[config.mk]
export PLATFORM = sky130hd
export DESIGN_NAME = pattern_count_engine
export DESIGN_NICKNAME = d
export VERILOG_FILES = /design/src/rtl/pattern_count_engine.sv
export SDC_FILE = /design/constraint.sdc
export NUM_CORES = 1
export LEC_CHECK = 0
export BUFFER_PORTS_ARGS = -buffer_cell sky130_fd_sc_hd__buf_2
export CORE_MARGIN = 10
export CORE_UTILIZATION = 35
export DETAILED_ROUTE_END_ITERATION = 16
export GPL_ROUTABILITY_DRIVEN = 0
export GPL_TIMING_DRIVEN = 1
export PLACE_DENSITY = 0.67
export SYNTH_ARGS = -nofsm -noshare
export SYNTH_HDL_FRONTEND = slang
export SYNTH_SLANG_ARGS = --single-unit
[constraint.sdc]
create_clock -name CLK -period 4.81 [get_ports CLK]
set_input_delay 0 -clock CLK [delete_from_list [all_inputs] [get_ports CLK]]
set_output_delay 0 -clock CLK [all_outputs]
set_load 0.005 [all_outputs]
[src/rtl/pattern_count_engine.sv]
// Streaming pattern-count engine. It counts matches of a PAT_W-bit pattern in a LEN-element message.
// The counts are in-byte matches, bytes holding a match, and matches anywhere in the concatenated stream.
module pattern_count_engine #(
  parameter int BYTE_W = 8,
  parameter int PAT_W  = 4,
  parameter int LEN    = 32,
  parameter int CNT_W  = 8
) (
  input  logic              CLK,
  input  logic              reset,
  input  logic              start,
  input  logic [PAT_W-1:0]  pat,
  input  logic              in_valid,
  output logic              in_ready,
  input  logic [BYTE_W-1:0] in_data,
  output logic              busy,
  output logic              done,
  output logic [CNT_W-1:0]  ctb,
  output logic [CNT_W-1:0]  cto,
  output logic [CNT_W-1:0]  cts
);

  typedef enum logic [1:0] {IDLE, RUN, FIN} state_t;

  // The carry is kept at least one bit wide so that PAT_W=1 still elaborates.
  // With PAT_W=1 the carry is never compared.
  localparam int CW   = (PAT_W > 1) ? PAT_W - 1 : 1;
  localparam int BC_W = (LEN > 1) ? $clog2(LEN) : 1;
  localparam logic [BC_W-1:0]  LAST = BC_W'(LEN - 1);
  localparam logic [CNT_W:0]   ONE  = {{CNT_W{1'b0}}, 1'b1};
  localparam logic [CNT_W:0]   MAX  = {1'b0, {CNT_W{1'b1}}};

  state_t              state, state_nx;
  logic [PAT_W-1:0]    pat_q;
  logic [CW-1:0]       carry;
  logic [BC_W-1:0]     byte_cnt;
  logic                xfer;
  logic [CNT_W:0]      m, b;
  logic [CW+BYTE_W-1:0] cat;

  function automatic logic [CNT_W-1:0] sat_add(input logic [CNT_W-1:0] acc,
                                               input logic [CNT_W:0]   inc);
    logic [CNT_W:0] sum;
    sum = {1'b0, acc} + inc;
    return (sum >= MAX) ? MAX[CNT_W-1:0] : sum[CNT_W-1:0];
  endfunction

  assign xfer = in_valid && in_ready;

  // NOTE: state registers use non-blocking assignments so every flop samples pre-edge values.
  always_ff @(posedge CLK or posedge reset) begin
    if (reset) state <= IDLE;
    else       state <= state_nx;
  end

  // NOTE: every output of this block gets a default first, so no path can infer a latch.
  always_comb begin
    state_nx = state;
    in_ready = 1'b0;
    busy     = 1'b0;
    done     = 1'b0;
    unique case (state)
      IDLE: if (start) state_nx = RUN;
      RUN: begin
        in_ready = 1'b1;
        busy     = 1'b1;
        if (xfer && byte_cnt == LAST) state_nx = FIN;
      end
      FIN: begin
        done     = 1'b1;
        state_nx = IDLE;
      end
      default: state_nx = IDLE;
    endcase
  end

  // Match counting for the in-byte windows and for the windows that straddle the previous byte.
  always_comb begin
    m   = '0;
    b   = '0;
    cat = {carry, in_data};
    for (int k = 0; k <= BYTE_W - PAT_W; k++)
      if (in_data[k +: PAT_W] == pat_q) m = m + ONE;
    for (int j = 0; j < PAT_W - 1; j++)
      if (cat[BYTE_W - PAT_W + 1 + j +: PAT_W] == pat_q) b = b + ONE;
    if (byte_cnt == '0) b = '0;
  end

  always_ff @(posedge CLK or posedge reset) begin
    if (reset) begin
      pat_q    <= '0;
      carry    <= '0;
      byte_cnt <= '0;
      ctb      <= '0;
      cto      <= '0;
      cts      <= '0;
    end else if (state == IDLE && start) begin
      pat_q    <= pat;
      carry    <= '0;
      byte_cnt <= '0;
      ctb      <= '0;
      cto      <= '0;
      cts      <= '0;
    end else if (xfer) begin
      carry    <= in_data[CW-1:0];
      byte_cnt <= byte_cnt + BC_W'(1);
      ctb      <= sat_add(ctb, m);
      cto      <= sat_add(cto, (m != '0) ? ONE : '0);
      cts      <= sat_add(cts, m + b);
    end
  end

endmodule

### Word-level counts from Yosys, hierarchy flattened

Index checks and enable logic that the tools add are counted.

| storage, ports and cells | value |
|---|---|
| word-level logic and storage cells | 70 |
| output and inout port bits | 27 |
| flip-flop bits (word level) | 38 |
| bits of input ports | 16 |

| cells by class | value |
|---|---|
| $add $sub $neg | 11 |
| $lt $le $gt $ge | 3 |
| equality and inequality tests | 13 |
| muxes and demuxes | 28 |
| reduce and logical (&&, ||, !) cells | 8 |

Operator list:

| cell | number |
|---|---|
| 2-to-1 mux 8 bit | 9 |
| 2-to-1 mux 9 bit | 7 |
| adder 9 x 1 -> 9 bit, second input constant | 6 |
| equality test 4 bit | 8 |
| greater-or-equal comparator 9 x 8 -> 1 bit, second input constant | 3 |
| adder 8 x 9 -> 9 bit | 2 |
| 2-to-1 mux 5 bit | 2 |
| adder 8 x 1 -> 9 bit | 1 |
| adder 9 bit | 1 |
| nonzero test 9 bit | 1 |
| 2-to-1 mux 3 bit | 2 |
| adder 5 x 1 -> 5 bit, second input constant | 1 |
| equality test 5 bit, second input constant | 1 |
| zero test 5 bit | 1 |
| 2-to-1 mux 1 bit | 5 |
| 2-to-1 mux 2 bit | 2 |
| != test 2 bit, second input constant | 2 |
| case mux 2 bit (2 select lines) | 1 |
| logical AND 1 bit | 3 |
| equality test 2 x 1 -> 1 bit, second input constant | 1 |
| equality test 2 bit, second input constant | 1 |
| zero test 2 bit | 1 |
| AND reduction 2 bit | 1 |
| nonzero test 2 bit | 1 |

### Logic depth before layout (Yosys ltp)

| depth | value |
|---|---|
| word-level depth | 17 |
| depth in mapped cells | 22 |
| gate-level depth less buffers | 21 |

### Worst setup path before layout

No wires, ideal clock.

| timing | value |
|---|---|
| path kind | register to register |
| from | register pat_q[1] |
| to | register cts[0] |
| library setup time | 0.137 ns |
| buffers on the path | 1 |
| data arrival time | 4.423 ns |
| path slack | 0.250 ns |
| cell stages (with the launch flop) | 21 |
| cell sequence | dfrtp_1 -> buf_2 -> xnor2_1 -> and4_1 -> ha_1 -> xnor2_1 -> ha_1 -> mux2_2 -> ha_1 -> nand2_1 -> xor2_1 -> inv_1 -> fa_1 -> inv_1 -> ha_1 -> a21o_1 -> a21oi_1 -> o21bai_1 -> a21o_1 -> a31oi_1 -> a21oi_1 |

| between the ends | value |
|---|---|
| longest elaborated chain between the ends | 16 |
| elaborated cells between the ends (all ways) | 29 |
| classes of those cells | 8 x add/sub; 1 x order compare; 8 x eq/ne; 12 x mux |

Ends and longest elaborated chain:

| item | line | source |
|---|---|---|
| start: declaration | 34 | `logic [PAT_W-1:0] pat_q;` |
| start signal: assignment | 98 | `pat_q <= pat;` |
| equality test 4 bit | 83 | `if (in_data[k +: PAT_W] == pat_q) m = m + ONE;` |
| 2-to-1 mux 1 bit | 83 |  |
| adder 9 x 1 -> 9 bit | 83 |  |
| 2-to-1 mux 9 bit | 83 |  |
| adder 9 x 1 -> 9 bit | 83 |  |
| 2-to-1 mux 9 bit | 83 |  |
| adder 9 x 1 -> 9 bit | 83 |  |
| 2-to-1 mux 9 bit | 83 |  |
| adder 9 x 1 -> 9 bit | 83 |  |
| 2-to-1 mux 9 bit | 83 |  |
| adder 9 bit (*) | 109 | `cts <= sat_add(cts, m + b);` |
| adder 8 x 9 -> 9 bit (*) | 44 | `sum = {1'b0, acc} + inc;` |
| greater-or-equal comparator 9 x 8 -> 1 bit | 45 | `return (sum >= MAX) ? MAX[CNT_W-1:0] : sum[CNT_W-1:0];` |
| 2-to-1 mux 8 bit (*) | 45 |  |
| 2-to-1 mux 8 bit (*) | 104 | `end else if (xfer) begin` |
| 2-to-1 mux 8 bit (*) | 97 | `end else if (state == IDLE && start) begin` |
| end signal: assignment | 109 |  |
| end: declaration | 20 | `output logic [CNT_W-1:0] cts` |

Every way passes the cells marked *; elsewhere a longest branch is shown, timed or not. The select of a mux whose other input is x is not followed.
A chain may end at the register's enable or synchronous reset.

### Worst setup path in the final report

| timing | value |
|---|---|
| from | register pat_q[0] |
| to | register cts[7] |

The elaborated chain is that of the path after synthesis.

==> results.md <==
* Worst flop-to-flop path startpoint: pat_q[0]$_DFFE_PP0P_
* WP data arrival at roughly 4.7 ns
* Fill cells at between 800 and 900
* Initial Util at 35.6%
* Final setup margin at between 0.2 and 0.25 ns
* Post-synth EDFFs at 0
* Worst path required time at about 5.0 ns
* Reg2Reg Setup Slack at around 0.24 ns
* FF-to-FF End: cts[7]$_DFFE_PP0P_
* Sw Share at roughly 43%
* Vias in the first global route at roughly 2,500
* CTS Root Cell: clkbuf_8
* Most frequent cells in the layout: buf_2 (42), dfrtp_1 (38), a21oi_1 (36)
* Initial DRC Count at approximately 100
* Synth-to-layout area growth at 18.0%
* Sequential area share after synthesis at between 30% and 40%
* Maximum VDD drop at ~230 uV
* Grt ovf at 0
* H-tree Lvls at 2
* Synth Flop Type: dfrtp_1
* Vias per cell at about 5.1
* YS warnings at 0
* CP Class: reg2reg
* Final ANT Viol Nets at 0
* Vias at roughly 2,500
* Number of diodes at 0
* Worst reg2reg path depth at 19
* Tmin final at around 4.6 ns
* Switching pwr at 0.000754 W
* Crit. End Element: flip-flop
* Die width at about 110 um
* Setup violators final at 0
* CTS Buf Count at 5
* DRT Pass-1 Iters at 4
* Overall Power at about 0.0018 W
* TritonCTS clock tree: yes
* Worst-margin pin slew at ~1.0 ns
* Initial antenna violation count at 0
* CORE AREA at roughly 0.0082 mm2
* Most common cell after layout, fill and taps aside: buf_2
* Clock power frac at between 10% and 20%
* Max-cap check violation count at 0
* Post-synth design cell area at about 0.0029 mm2
* Slew Viols, Final at 0
* Crit share post-route at a little over nine tenths
* Fin. Hold Viols at 0
* Clock transition at path regs at approximately 0.07 ns
* Count of different cell masters after synthesis at a little under 50
* WL final at around 6.8 mm
* Leakage at around 1.7 nW
* CP Max Fanout at 4
* Outcome: finished clean
* Clk buf depth at 2
* Combinational Power Share at a little over half
* Fin nets at 422
* Wire per inst at around 14 um
* Clock skew at 0.0107 ns
* I/O Pins at 43
* Worst slack, placed at roughly 0.22 ns
* Post-synthesis instance total at 326
* Hold_sp: in_data[2]
* Pint at a little over 0.001 W
* Flops & latches, synth at 38
* All-layer global routing usage at approximately 11%
* Reg power frac at 32.4%
* PD cells at between 500 and 600 mW/mm2
* Fmax at between 200 and 250 MHz
* # DRC at 0
* CTS sink count at 38
* Layout cell share with drive strength beyond 1 at about a fifth
* Syn avg cell area at 8.93 um2
* Die Area at ~0.012 mm2
* Share of synthesized registers carrying an async set or reset at between 90% and 100%
* Startpoint types: flip-flop
* Hold Crit Class: in2reg
* Clk_lat worst skew at between 0.2 and 0.3 ns
* Final core occ at between 40% and 50%
* Die Y at 111 um
* Count of cells along the worst hold path at 3
* Post-DP HPWL at 5.06 mm
* IO Port Bufs at 42
* Largest net degree at the start of global routing at 39
* Slew margin rel. at a little under a third
* First-pass GRT wire length at 11.9 mm
* Worst hold endpoint: carry[2]$_DFFE_PP0P_
* Row count at 33
[power groups by stage]
stage	Combinational, W	Clock (W)	Sequential [W]
finish	0.000967	0.000229	0.000573
global placement	0.000927	0	0.000573
global route	0.00111	0.000256	0.000593
floorplan	0.000709	0	0.000546
detailed placement	0.000954	0	0.000578
CTS	0.000967	0.000236	0.000572
[worst max path at each step]
| stage | slack [ns] | start | to |
|---|---|---|---|
| after floorplan | 0.25 | pat_q[1]$_DFFE_PP0P_ | cts[0]$_DFFE_PP0P_ |
| after CTS | 0.19 | pat_q[0]$_DFFE_PP0P_ | cts[7]$_DFFE_PP0P_ |
| after global placement | 0.30 | pat_q[0]$_DFFE_PP0P_ | cts[7]$_DFFE_PP0P_ |
| final | 0.24 | pat_q[0]$_DFFE_PP0P_ | cts[7]$_DFFE_PP0P_ |
| after detailed placement | 0.22 | pat_q[0]$_DFFE_PP0P_ | cts[7]$_DFFE_PP0P_ |
| after global routing | -0.03 | pat_q[3]$_DFFE_PP0P_ | cts[2]$_DFFE_PP0P_ |
[state kept, by name, indices dropped and copies added (netlist names)]
| register | flops |
|---|---|
| byte_cnt | 5 |
| carry | 3 |
| ctb | 8 |
| cto | 8 |
| cts | 8 |
| pat_q | 4 |
| state | 2 |
[logic make-up (layout without fill, tap and decap cells)]
| kind of cell | after synthesis | after routing | synth area share, % |
|---|---|---|---|
| AOI/OAI and AO/OA | 69 | 69 | 14.2 |
| buffers and inverters | 44 | 96 | 6.40 |
| and+or+nand+nor | 93 | 93 | 17.0 |
| muxes | 5 | 5 | 1.85 |
| xor gates and xnor gates | 47 | 47 | 14.1 |
| DFF | 38 | 38 | 32.6 |
| adders and majority gates | 29 | 29 | 13.7 |
| other | 1 | 2 | 0.129 |
[per-layer routing]
| layer | track usage [%] | vias up | wire (um) |
|---|---|---|---|
| met1 | 14.5 | 1200 | 3280 |
| li1 | - | 1213 | - |
| met3 | 2.54 | 4 | 267 |
| met4 | 2.57 | 0 | 41 |
| met2 | 17.9 | 44 | 3230 |
| met5 | 0 | - | 0 |
[repair_timing]
item / 4_1_cts / 5_1_grt
endpoints found under the hold margin: 43 / 1
hold buffers: 6 / 1
resized for setup: 0 / 3
buffers inserted: 0 / 1
endpoints found under the setup margin: 0 / 9
[synth_stat cells, drive strengths merged (4+ instances only)]
master  count  share of area (%)
a21o        6                1.5
a21oi      37                6.4
a31oi       8                1.7
and3        7                1.5
buf         5                1.4
clkbuf      9                1.2
dfrtp      38                 33
fa          5                3.4
ha         23                9.9
inv        30                3.9
nand2      35                4.6
nand3       5               0.86
nand4       5                1.1
nor2       12                1.5
nor2b       4               0.86
nor3        7                1.2
nor4        4                1.6
o21ai       4               0.69
xnor2      28                8.4
xor2       19                5.7
[cell type report]
cell class | instances | area (um2) | share of cell area, %
Clock buffer | 7 | 86.3 | 2.51
Clock inverter | 1 | 5.00 | 0.146
Inverter | 30 | 113 | 3.28
Multi-Input combinational cell | 245 | 1800 | 52.5
Sequential cell | 38 | 951 | 27.7
Tap cell | 105 | 131 | 3.82
Timing Repair Buffer | 58 | 348 | 10.1
[worst max-delay path: stages, from the launching register on]
cell	delay [ns]
dfrtp_1	0.44
xnor2_1	0.15
and4_1	0.19
ha_1	0.35
xnor2_2	0.20
ha_1	0.26
mux2_2	0.28
ha_1	0.29
mux2_2	0.18
inv_1	0.08
fa_1	0.50
inv_1	0.04
ha_1	0.22
fa_1	0.41
a21o_1	0.19
a21oi_2	0.17
nor2b_1	0.07
o211a_1	0.21
o21ai_0	0.14
a31oi_1	0.06
[stage by stage]
stage,hold slack (ns),cells,TNS (ns),cell area (um2)
after global routing,0.0363,484,-0.114,3440
after detailed placement,0.147,468,0,3250
after floorplan,0.105,327,0,2920
after global placement,0.146,468,0,3250
final,0.0195,484,0,3440
after CTS,0.000603,482,0,3400
No activity file was read; power rests on OpenSTA's default activity.
